===== config.mk =====
export PLATFORM = sky130hd
export DESIGN_NAME = frb_trigger
export DESIGN_NICKNAME = d
export VERILOG_FILES = /design/src/rtl/frb_pkg.sv /design/src/rtl/frb_ema_baseline.sv /design/src/rtl/frb_trigger.sv
export SDC_FILE = /design/constraint.sdc
export NUM_CORES = 1
export LEC_CHECK = 0
export CAP_MARGIN = 20
export CORE_MARGIN = 2
export CORE_UTILIZATION = 52
export CTS_CLUSTER_DIAMETER = 80
export DETAILED_ROUTE_END_ITERATION = 10
export PLACE_DENSITY_LB_ADDON = 0.25
export SYNTH_ARGS = -nofsm -noshare
export SYNTH_HDL_FRONTEND = slang
export SYNTH_SLANG_ARGS = --single-unit
export TNS_END_PERCENT = 1

===== constraint.sdc =====
create_clock -name clk -period 5.33 [get_ports clk]
set_input_delay 0.7995 -clock clk [delete_from_list [all_inputs] [get_ports clk]]
set_output_delay 0.7995 -clock clk [all_outputs]
set_load 0.02 [all_outputs]

===== src/rtl/frb_pkg.sv =====
// Shared definitions for the FRB threshold trigger.
package frb_pkg;

  typedef enum logic [1:0] {
    ST_WARMUP  = 2'd0,
    ST_ARMED   = 2'd1,
    ST_HOLDOFF = 2'd2
  } state_t;

  // One extra bit so the power-minus-baseline difference never overflows.
  function automatic int unsigned diff_width(input int unsigned din_width);
    return din_width + 1;
  endfunction

endpackage


===== src/rtl/frb_ema_baseline.sv =====
// Running baseline: seeded by a block average during warm-up, then tracked with an EMA.
module ema_baseline
  import frb_pkg::*;
#(
  parameter int unsigned DIN_WIDTH = 32,
  parameter int unsigned AVG_LOG2  = 4
) (
  input  logic                 clk,
  input  logic                 rst,
  input  logic                 sample,
  input  logic [DIN_WIDTH-1:0] din,
  input  logic                 freeze,
  output logic [DIN_WIDTH-1:0] base,
  output logic                 seeded,
  output logic                 seed_last
);

  localparam int unsigned DW    = diff_width(DIN_WIDTH);
  localparam int unsigned SW    = DIN_WIDTH + AVG_LOG2;
  localparam int unsigned CW    = AVG_LOG2 + 1;
  localparam int unsigned WarmN = 1 << AVG_LOG2;

  logic [DIN_WIDTH-1:0] base_q, base_d;
  logic [SW-1:0]        sum_q, sum_d, sum_next;
  logic [CW-1:0]        cnt_q, cnt_d;
  logic                 seeded_q, seeded_d;
  logic signed [DW-1:0] diff, step;
  logic [DIN_WIDTH-1:0] ema_next;

  assign sum_next  = sum_q + SW'(din);
  assign seed_last = !seeded_q && (cnt_q == CW'(WarmN - 1));

  // Arithmetic shift floors toward -inf; lower bits of the sum are exact mod 2^DIN_WIDTH.
  assign diff     = $signed({1'b0, din}) - $signed({1'b0, base_q});
  assign step     = diff >>> AVG_LOG2;
  assign ema_next = DIN_WIDTH'($unsigned({1'b0, base_q}) + $unsigned(step));

  always_comb begin
    base_d   = base_q;
    sum_d    = sum_q;
    cnt_d    = cnt_q;
    seeded_d = seeded_q;
    if (sample && !seeded_q) begin
      if (seed_last) begin
        base_d   = DIN_WIDTH'(sum_next >> AVG_LOG2);
        sum_d    = '0;
        cnt_d    = '0;
        seeded_d = 1'b1;
      end else begin
        sum_d = sum_next;
        cnt_d = cnt_q + 1'b1;
      end
    end else if (sample && !freeze) begin
      base_d = ema_next;
    end
  end

  always_ff @(posedge clk or posedge rst) begin
    if (rst) begin
      base_q   <= '0;
      sum_q    <= '0;
      cnt_q    <= '0;
      seeded_q <= 1'b0;
    end else begin
      base_q   <= base_d;
      sum_q    <= sum_d;
      cnt_q    <= cnt_d;
      seeded_q <= seeded_d;
    end
  end

  assign base   = base_q;
  assign seeded = seeded_q;

endmodule


===== src/rtl/frb_trigger.sv =====
// Threshold trigger: fires when integrated power exceeds baseline plus offset, then holds off.
module frb_trigger
  import frb_pkg::*;
#(
  parameter int unsigned DIN_WIDTH = 32,
  parameter int unsigned AVG_LOG2  = 4,
  parameter int unsigned HOLDOFF   = 64,
  parameter int unsigned CNT_WIDTH = 16
) (
  input  logic                 clk,
  input  logic                 rst,
  input  logic                 ce,
  input  logic [DIN_WIDTH-1:0] integ_pow,
  input  logic                 integ_valid,
  input  logic [DIN_WIDTH-1:0] thresh_offset,
  input  logic                 thresh_en,
  output logic                 trigger,
  output logic [DIN_WIDTH-1:0] trig_pow,
  output logic [DIN_WIDTH-1:0] trig_base,
  output logic [CNT_WIDTH-1:0] trig_count,
  output logic [1:0]           state
);

  localparam int unsigned HW = (HOLDOFF > 1) ? $clog2(HOLDOFF) : 1;

  state_t               state_q, state_d;
  logic [HW-1:0]        hold_q, hold_d;
  logic                 trigger_q, trigger_d;
  logic [DIN_WIDTH-1:0] trig_pow_q, trig_pow_d, trig_base_q, trig_base_d;
  logic [CNT_WIDTH-1:0] trig_count_q, trig_count_d;

  logic                 sample, fire, freeze, seeded, seed_last;
  logic [DIN_WIDTH-1:0] base;
  logic [DIN_WIDTH:0]   lim;

  assign sample = ce && integ_valid;
  // Limit is one bit wider so a huge offset cannot wrap into a low threshold.
  assign lim    = {1'b0, base} + {1'b0, thresh_offset};
  assign fire   = sample && (state_q == ST_ARMED) && thresh_en && ({1'b0, integ_pow} > lim);
  assign freeze = (state_q != ST_ARMED) || fire;

  ema_baseline #(
    .DIN_WIDTH(DIN_WIDTH),
    .AVG_LOG2 (AVG_LOG2)
  ) u_ema (
    .clk      (clk),
    .rst      (rst),
    .sample   (sample),
    .din      (integ_pow),
    .freeze   (freeze),
    .base     (base),
    .seeded   (seeded),
    .seed_last(seed_last)
  );

  always_comb begin
    state_d      = state_q;
    hold_d       = hold_q;
    trigger_d    = 1'b0;
    trig_pow_d   = trig_pow_q;
    trig_base_d  = trig_base_q;
    trig_count_d = trig_count_q;
    unique case (state_q)
      ST_WARMUP: begin
        if (sample && seed_last) state_d = ST_ARMED;
      end
      ST_ARMED: begin
        if (fire) begin
          trigger_d   = 1'b1;
          trig_pow_d  = integ_pow;
          trig_base_d = base;
          if (trig_count_q != '1) trig_count_d = trig_count_q + 1'b1;
          hold_d  = '0;
          state_d = ST_HOLDOFF;
        end
      end
      ST_HOLDOFF: begin
        if (sample) begin
          if (hold_q == HW'(HOLDOFF - 1)) begin
            hold_d  = '0;
            state_d = ST_ARMED;
          end else begin
            hold_d = hold_q + 1'b1;
          end
        end
      end
      default: state_d = ST_WARMUP;
    endcase
  end

  always_ff @(posedge clk or posedge rst) begin
    if (rst) begin
      state_q      <= ST_WARMUP;
      hold_q       <= '0;
      trigger_q    <= 1'b0;
      trig_pow_q   <= '0;
      trig_base_q  <= '0;
      trig_count_q <= '0;
    end else begin
      state_q      <= state_d;
      hold_q       <= hold_d;
      trigger_q    <= trigger_d;
      trig_pow_q   <= trig_pow_d;
      trig_base_q  <= trig_base_d;
      trig_count_q <= trig_count_d;
    end
  end

  // seeded is only consumed through seed_last; kept visible for readout/debug.
  logic unused_seeded;
  assign unused_seeded = seeded;

  assign trigger    = trigger_q;
  assign trig_pow   = trig_pow_q;
  assign trig_base  = trig_base_q;
  assign trig_count = trig_count_q;
  assign state      = state_q;

endmodule


==> results of run 1 <==
## stage by stage
stage / std cells / total power (W) / utilization [%]
finish: 2174 / 0.0126 / 74.2
global route: 2174 / 0.0135 / 74.2
CTS: 2163 / 0.0120 / 72.5
detailed placement: 2116 / 0.0103 / 68.4
global placement: 2116 / 0.0101 / 68.4
floorplan: 1424 / 0.00677 / -
## metal layers
layer  GRT usage (%)  part of all wire, %  vias to the layer above
met5               0                    0                        -
met4            12.8                  3.7                        0
met3            5.36                  7.3                      122
met2            51.8                   46                      544
met1            43.6                   43                     6249
li1                -                    -                     6043
## kinds of logic after synthesis
logic type / Yosys count / synth area share [%]
buffers and inverters: 108 / 3.15
adder cells (fa/ha/maj): 164 / 16.0
AND/OR/NAND/NOR: 352 / 13.0
XOR/XNOR: 123 / 8.33
multiplexers: 67 / 5.82
flip-flops: 163 / 31.5
AO/OA/AOI/OAI: 447 / 22.1
## path summary, 6_finish.rpt
| check | cells past startpoint | from | endpoint |
|---|---|---|---|
| worst max-delay path | 30 | thresh_offset[0] | u_ema.base[15]$_DFFE_PP0P_ |
| worst min-delay path | 2 | u_ema.sum_q[25]$_DFFE_PP0P_ | u_ema.sum_q[25]$_DFFE_PP0P_ |
| worst min register to register | 2 | u_ema.sum_q[25]$_DFFE_PP0P_ | u_ema.sum_q[25]$_DFFE_PP0P_ |
| worst max register to register | 23 | u_ema.base[4]$_DFFE_PP0P_ | u_ema.base[30]$_DFFE_PP0P_ |
| max in group asynchronous | 3 | rst | u_ema.base[1]$_DFFE_PP0P_ |
| min in group asynchronous | 2 | rst | hold_q[0]$_DFFE_PP0P_ |
## layout by cell type, fill, tap and decap left out, drive strengths merged, types with 13 or more instances in the layout
cell type	netlist	layout
and3	17	17
o21bai	20	20
nor2	84	84
nor3	30	30
a21o	48	48
o21a	17	17
nand4	15	15
nand2	106	106
o21ai	94	94
clkbuf	29	17
xnor2	84	84
a31oi	13	13
a211oi	22	22
a21oi	143	143
xor2	39	39
buf	2	274
inv	77	85
nor2b	22	22
nand3	28	28
nand2b	13	13
clkdlybuf4s50	0	146
mux2	66	66
dfrtp	163	163
a22o	24	24
ha	161	161
## cell usage after synthesis, drive strengths merged, types with 7 or more instances
cell / number
o211ai: 12
a21o: 48
inv: 77
and3: 17
nand4: 15
nor3: 30
ha: 161
o21ai: 94
mux2: 66
xnor2: 84
a22o: 24
a211oi: 22
nor2: 84
or3: 8
nand3: 28
o31ai: 7
xor2: 39
nand2: 106
nand2b: 13
dfrtp: 163
o21bai: 20
clkbuf: 29
and2: 9
a221oi: 7
a21oi: 143
nor2b: 22
a31oi: 13
o21a: 17
## flip-flops by register name, summed over array words and instances, names as in the netlist
| signal | cells |
|---|---|
| u_ema.seeded | 1 |
| trig_count | 16 |
| u_ema.cnt_q | 5 |
| trig_pow | 32 |
| trig_base | 32 |
| state | 2 |
| trigger | 1 |
| hold_q | 6 |
| u_ema.base | 32 |
| u_ema.sum_q | 36 |
## final cells by class
| class | count | share of cell area, % |
|---|---|---|
| Clock inverter | 15 | 0.906 |
| Multi-Input combinational cell | 1153 | 49.6 |
| Timing Repair Buffer | 425 | 20.8 |
| Inverter | 77 | 1.62 |
| Sequential cell | 163 | 22.5 |
| Clock buffer | 17 | 2.35 |
| Tap cell | 324 | 2.24 |
## worst min-delay path: stages (launching register included)
cell and delay, ps:
dfrtp_1 350, nand2_1 50, o31ai_1 60
## report_power, final
group          internal, W  switching, W
Sequential         0.00158      0.000311
Clock             0.000630      0.000634
Combinational      0.00472       0.00475
## repair_timing
| action | in CTS | in global routing |
|---|---|---|
| setup buffers | 13 | 13 |
| resized for setup | 59 | 77 |
| setup endpoints to repair | 121 | 119 |
| cloned | 3 | 0 |
| pin swaps | 30 | 41 |
==> flow_summary_export.csv, run 1 <==
group,metric,value,unit
yosys,yosys-top-cells-area,"dfrtp_1, ha_1, mux2_2",
finish,drive_gt1_share,24.4,%
run_status,outcome,"finished with violations",
place,gp_congestion,0.923,
setup_path,crit_arrival,5700,ps
detailed_routing,wl_per_cell,19.6,um
clock_network,cts_tree,"built",
yosys,synth_nets,1657,
finish,layout.nets,2070,
setup_path,max_stage_delay,390,ps
floorplan,core,0.0244,mm2
setup_path,worstSetupPathType,"input port to register",
detailed_routing,num_vias,13000,
floorplan,start_util,53.0,%
yosys,synth_top_area_share,31.5,%
setup_path,cpLargestDelayFamily,"compound AO/OA/AOI/OAI gates",
finish,finalInstanceArea,0.0181,mm2
clock_network,cts_root_buf,"clkbuf_16",
sta,slew_headroom,24.6,%
yosys,synth_ff_type,"dfrtp_1",
setup_path,worstPathRequired,5650,ps
yosys,synth_area_per_cell,9.08,um2
yosys,synth_edf_count,0,
yosys,yosysSeqAreaShare,31.5,%
finish,multi_input_comb_area,0.00897,mm2
floorplan,die_w,162,um
setup_path,start_kind,"input port",
detailed_routing,drt-total-wl,42.7,mm
power,p_leak,8.67,nW
setup_path,crit_slowest_cell,"fa_2",
sta,drv_slew,0,
global_routing,grt_pass1_vias,12800,
sta,final_hold_viol_count,0,
power,ir_worst_vdd,0.000363,V
global_routing,grt-ovfl-total,0,
worst_hold_path,hold_class,"register to register",
sta,fmax,186,MHz
global_routing,grt_pass1_wl,66.7,mm
sta,layout_min_cycle_time,5370,ps
detailed_routing,routed_via_density,5.96,
yosys,ys_async_sr_fraction,100,%
yosys,syn_area,0.0129,mm2
floorplan,fp.dieArea,0.0261,mm2
clock_network,clk_latency,450,ps
global_routing,antenna_found_initial,0,
clock_network,clock_sinks,163,
yosys,synth_warnings,0,
floorplan,num_rows,57,
run_status,failed_checks,"negative setup slack",
floorplan,die_y,162,um
floorplan,num_io_pins,152,
finish,area_delta_synth_final,40.0,%
detailed_routing,ant_nets,0,
sta,period_share,101,%
setup_path,end_kind,"register",
setup_path,cp_max_fo,5,
sta,fin_ws,-41.3,ps
yosys,ys_types,62,
clock_network,cts_buffers,17,
global_routing,grt_start_max_net_pins,96,
setup_path,reg2reg_slack,150,ps
place,place_area,0.0167,mm2
yosys,ys_ff_latch,163,
detailed_routing,drcViolationCount,0,
clock_network,holdBufCountCts,0,
clock_network,cts.clk_slew.worst_paths,80,ps
detailed_routing,drtPass1Iterations,5,
finish,antenna_cells,0,
sta,setup_violations,29,
finish,fillers,1767,
place,port_buffers,151,
place,pre_cts_ws,-1190,ps
sta,tns,-272,ps
sta,rsz0062_at_grt,"true",
setup_path,path_buf_inv,6,
clock_network,htree_num_levels,4,
detailed_routing,drt_iter0_markers,1130,
sta,clock_skew,16.0,ps
clock_network,clockBufferDepth,2,
finish,seq_area,0.00408,mm2
global_routing,track_usage,32.2,%
run,drv_cap,0,
setup_path,cpMostUsedCell,"buf_4",
place,dp_hpwl,31.1,mm
sta,whs,494,ps
sta,worstMarginPinSlew,1130,ps
yosys,synth_top_cell_by_area,"dfrtp_1",
yosys,synthCells,1424,
power,power.density,698,mW/mm2
Power figures use the tool's default switching activity.
==> run 2: changes to the inputs <==
- CORE_MARGIN: 2 -> not set
- SKIP_CTS_REPAIR_TIMING: not set -> 1
==> run 2 against run 1 <==
The run now ends clean. Utilization is 0.42 points lower. Wire length down 2.8%. Combinational power shrank 2%. Critical path type unchanged.
==> flow_summary_export.csv, run 2 (synthesized netlist as in run 1, its figures left out) <==
group,metric,value,unit
global_routing,antenna_found_initial,0,
sta,final_hold_viol_count,0,
worst_hold_path,whs_path_depth,1,
floorplan,start_util,53.2,%
setup_path,worstSetupPathType,"input port to register",
place,port_buffers,151,
detailed_routing,drt_iter0_markers,996,
global_routing,grt_pass1_vias,12300,
detailed_routing,drtPass1Iterations,8,
finish,drive_gt1_share,24.7,%
global_routing,grt_pass1_wl,64.1,mm
floorplan,die_w,160,um
finish,multi_input_comb_area,0.00895,mm2
finish,final_common_cell,"buf_4",
global_routing,grt_start_max_net_pins,85,
global_routing,track_usage,31.8,%
floorplan,die_y,160,um
worst_hold_path,hp-start,"hold_q[5]$_DFFE_PP0P_",
sta,slew_headroom,30.0,%
clock_network,clock_sinks,163,
place,place_area,0.0166,mm2
power,p_leak,8.71,nW
clock_network,htree_num_levels,4,
clock_network,cts.clk_slew.worst_paths,70,ps
finish,largest_register,"u_ema.sum_q",
floorplan,core,0.0243,mm2
detailed_routing,drcViolationCount,0,
finish,finalInstanceArea,0.0179,mm2
sta,worstMarginPinSlew,1050,ps
run,drv_cap,0,
sta,layout_min_cycle_time,5230,ps
worst_hold_path,whs_endpoint,"hold_q[5]$_DFFE_PP0P_",
finish,largest_reg_flops,36,
sta,period_share,98.1,%
setup_path,reg2reg_to,"u_ema.base[31]$_DFFE_PP0P_",
clock_network,cts_tree,"built",
finish,fillers,1754,
finish,area_delta_synth_final,38.8,%
detailed_routing,drt-total-wl,41.5,mm
setup_path,crit_arrival,5550,ps
clock_network,clk_latency,440,ps
clock_network,cts_buffers,17,
setup_path,cp_max_fo,12,
place,dp_hpwl,31.2,mm
setup_path,start_kind,"input port",
finish,layout.nets,2060,
power,ir_worst_vdd,0.000406,V
detailed_routing,routed_via_density,5.93,
global_routing,grt-ovfl-total,0,
sta,setup_violations,0,
worst_hold_path,hold_class,"register to register",
finish,mostFrequentLayoutCells,"buf_4, dfrtp_1, ha_1",
sta,clock_skew,12.3,ps
sta,tns,0,ps
power,power.density,697,mW/mm2
setup_path,worstPathRequired,5660,ps
setup_path,end_kind,"register",
place,gp_congestion,0.945,
detailed_routing,ant_nets,0,
clock_network,cts_root_buf,"clkbuf_16",
setup_path,rr_worst_depth,27,
setup_path,r2r-start,"u_ema.base[2]$_DFFE_PP0P_",
floorplan,fp.dieArea,0.0255,mm2
sta,drv_slew,0,
floorplan,num_io_pins,152,
floorplan,num_rows,57,
finish,antenna_cells,0,
run_status,outcome,"finished, final reports clean",
detailed_routing,wl_per_cell,19.2,um
setup_path,reg2reg_slack,170,ps
detailed_routing,num_vias,12800,
clock_network,clockBufferDepth,2,
finish,seq_area,0.00408,mm2
sta,fmax,191,MHz
## run 2: cell types whose count changed in the layout (fill, tap and decap cells not counted), sizes merged
| cell | before | now |
|---|---|---|
| clkdlybuf4s50 | 146 | 133 |
| dlygate4sd2 | 3 | 0 |
| clkbuf | 17 | 20 |
| clkinv | 5 | 2 |
| dlymetal6s2s | 2 | 18 |
| inv | 85 | 86 |
| clkinvlp | 2 | 1 |
| bufinv | 0 | 2 |
| buf | 274 | 262 |
## run 2: area by class of cell
type	instances	area share (%)
Multi-Input combinational cell	1153	49.9
Sequential cell	163	22.7
Timing Repair Buffer	415	20.2
Clock buffer	18	2.39
Tap cell	324	2.26
Inverter	77	1.64
Clock inverter	14	0.934
## run 2: worst max-delay path by stage
| stage | startpoint | to | depth (start not counted) |
|---|---|---|---|
| floorplan | thresh_offset[0] | trig_pow[0]$_DFFE_PP0P_ | 21 |
| global placement | thresh_offset[1] | u_ema.base[5]$_DFFE_PP0P_ | 25 |
| detailed placement | thresh_offset[0] | u_ema.base[23]$_DFFE_PP0P_ | 24 |
| CTS | thresh_offset[1] | u_ema.base[23]$_DFFE_PP0P_ | 25 |
| global route | thresh_offset[3] | u_ema.base[14]$_DFFE_PP0P_ | 26 |
| finish | thresh_offset[2] | trig_pow[11]$_DFFE_PP0P_ | 25 |
## run 2: per-layer routing
| metal | track usage, % | share of wire [%] | vias to the layer above |
|---|---|---|---|
| met4 | 11.3 | 3.0 | 0 |
| met3 | 3.79 | 6.7 | 94 |
| li1 | - | - | 6025 |
| met5 | 0 | 0 | - |
| met2 | 51.5 | 47 | 518 |
| met1 | 44.0 | 43 | 6205 |
## run 2: critical path, cell delays in order
cell,delay (ps)
clkdlybuf4s50_1,560
ha_4,250
a21oi_2,230
o21ai_2,130
a211oi_4,310
nor4b_2,90
buf_4,160
a21oi_4,190
o21ai_2,110
a41oi_2,290
o21bai_1,90
a21oi_1,160
xor2_1,170
ha_2,200
buf_4,110
nor3_2,30
nor2_1,110
o221ai_1,130
a31oi_1,170
nand3_1,120
a31oi_2,200
and2_4,270
buf_6,150
clkbuf_16,170
mux2_2,330
## run 2: where the power goes
part / internal (W) / switching (W)
clock: 0.000710 / 0.000594
sequential: 0.00158 / 0.000305
combinational: 0.00465 / 0.00467
## run 2: per-stage QoR
stage                     hold WS, ps  std cells  setup slack [ps]  total power (W)  util [%]
after floorplan                   445       1424             -4.25          0.00677         -
after global placement            465       2115              -991           0.0101      68.4
after detailed placement          476       2115             -1060           0.0103      68.4
after CTS                         488       2147              -654           0.0117      70.8
after global routing              511       2164             -75.6           0.0134      73.8
final                             489       2164               103           0.0125      73.8
==> run 3: changes to the inputs <==
- SKIP_CTS_REPAIR_TIMING: 1 -> not set
==> run 3 against run 2 <==
Non-clock buffer count rose by 3. Fmax down 0.51%. Final cell count grew 0.14%. Register-to-register slack got worse by 20 ps. Global-route usage increased by 0.49 points. Largest power group unchanged.
==> flow_summary_export.csv, run 3 (synthesized netlist as in run 1, its figures left out) <==
group,metric,value,unit
global_routing,grt_start_max_net_pins,85,
finish,largest_reg_flops,36,
run_status,outcome,"finished, final reports clean",
run,drv_cap,0,
setup_path,end_kind,"register",
global_routing,top_usage_layer,"met2",
finish,stdcell_count,2167,
sta,drv_slew,0,
setup_path,worstPathRequired,5690,ps
setup_path,crit_arrival,5620,ps
global_routing,grt_use_met3,5.19,%
clock_network,cts.clk_slew.worst_paths,80,ps
detailed_routing,wl_per_cell,19.1,um
sta,setup_violations,0,
global_routing,grt_pass1_vias,12500,
global_routing,track_usage,32.3,%
place,gp_congestion,0.945,
power,power.density,700,mW/mm2
detailed_routing,drcViolationCount,0,
sta,worstMarginPinSlew,1050,ps
finish,final_common_cell,"buf_4",
place,port_buffers,151,
global_routing,grt-ovfl-total,0,
worst_hold_path,hold_class,"register to register",
global_routing,met1_usage,43.9,%
finish,mostFrequentLayoutCells,"buf_4, dfrtp_1, ha_1",
detailed_routing,drt_iter0_markers,895,
power,ir_worst_vdd,0.000411,V
floorplan,num_rows,57,
setup_path,worstSetupPathType,"input port to register",
floorplan,die_w,160,um
place,dp.cells,2115,
finish,largest_register,"u_ema.sum_q",
global_routing,grt_pass1_wl,65.0,mm
sta,tns,0,ps
sta,clock_skew,13.6,ps
floorplan,fp.dieArea,0.0255,mm2
setup_path,cp_max_fo,4,
clock_network,holdBufCountCts,0,
global_routing,use_met2,52.1,%
floorplan,core,0.0243,mm2
detailed_routing,drt-total-wl,41.5,mm
place,pre_cts_ws,-1060,ps
power,total_power,0.0126,W
floorplan,start_util,53.2,%
clock_network,cts_buffers,17,
sta,rsz0062_at_grt,"true",
detailed_routing,routed_via_density,5.91,
global_routing,antenna_found_initial,0,
clock_network,clock_sinks,163,
clock_network,htree_num_levels,4,
sta,period_share,98.6,%
sta,layout_min_cycle_time,5250,ps
finish,utilization,73.8,%
finish,drive_gt1_share,24.7,%
finish,antenna_cells,0,
sta,final_hold_viol_count,0,
sta,fin_ws,76.2,ps
clock_network,cts_tree,"built",
finish,area_delta_synth_final,38.7,%
clock_network,clk_latency,450,ps
finish,layout.nets,2063,
clock_network,clockBufferDepth,2,
sta,fmax,190,MHz
setup_path,start_kind,"input port",
power,p_leak,8.69,nW
detailed_routing,ant_nets,0,
floorplan,die_y,160,um
floorplan,num_io_pins,152,
detailed_routing,num_vias,12800,
place,dp_hpwl,31.2,mm
sta,slew_headroom,30.0,%
detailed_routing,drtPass1Iterations,6,
clock_network,cts_root_buf,"clkbuf_16",
[run 3: cell types whose count changed in the layout (fill, tap and decap cells not counted), sizes merged]
cell           delta
buf               +5
clkbuf            -2
clkdlybuf4s15     +1
clkdlybuf4s50     -1
dlygate4sd2       +4
dlymetal6s2s      -4
[run 3: report_power, final]
part | switching, W | total (W) | internal, W
Clock | 0.000605 | 0.00131 | 0.000710
Combinational | 0.00468 | 0.00936 | 0.00468
Sequential | 0.000307 | 0.00189 | 0.00158
[run 3: layout make-up]
class	instances	area, um2
flip-flops and latches	163	4080
clock buffers	18	429
clock inverters	14	168
fillers	1755	6380
well taps	324	405
multi-input cells	1153	8950
repair buffers	418	3610
inverters	77	294
[run 3: path summary, 6_finish.rpt]
kind	cells after the start	to	slack (ps)	startpoint
worst min-delay path	1	hold_q[5]$_DFFE_PP0P_	490	hold_q[5]$_DFFE_PP0P_
worst min register to register	1	hold_q[5]$_DFFE_PP0P_	490	hold_q[5]$_DFFE_PP0P_
worst max-delay path	24	u_ema.base[31]$_DFFE_PP0P_	80	integ_pow[8]
max in group asynchronous	3	u_ema.base[3]$_DFFE_PP0P_	3360	rst
worst max register to register	29	u_ema.base[8]$_DFFE_PP0P_	150	u_ema.base[4]$_DFFE_PP0P_
min in group asynchronous	2	trig_count[2]$_DFFE_PP0P_	890	rst
[run 3: stage by stage]
step	cell area (um2)	hold WS (ps)
6_report	17900	491
3_5_place_dp	16600	476
2_1_floorplan	12900	445
3_3_place_gp	16600	465
4_1_cts	17600	488
5_1_grt	17900	510
[run 3: repair_timing]
action,in CTS,in global routing
setup buffers,11,8
setup endpoints to repair,121,118
pin swaps,40,53
resized for setup,59,71
cloned,1,0
[run 3: routing by layer]
layer | share of wire [%] | up-vias
met5 | 0 | -
met4 | 3.2 | 0
met3 | 6.6 | 82
met2 | 46 | 491
met1 | 44 | 6200
li1 | - | 6041
[run 3: worst max-delay path, stage by stage]
cell	delay, ps
clkdlybuf4s50_1	430
ha_1	310
and3_1	220
a211oi_2	220
buf_4	140
o21ai_0	80
buf_4	180
buf_4	150
a31oi_4	250
nand2b_4	100
a21oi_2	160
xnor2_1	150
ha_1	300
buf_4	160
a21oi_2	150
o211a_1	230
o21ai_4	90
nor3_4	260
o31a_1	290
o221ai_2	110
a21o_1	200
xnor2_1	130
or4_1	410
o221ai_1	80
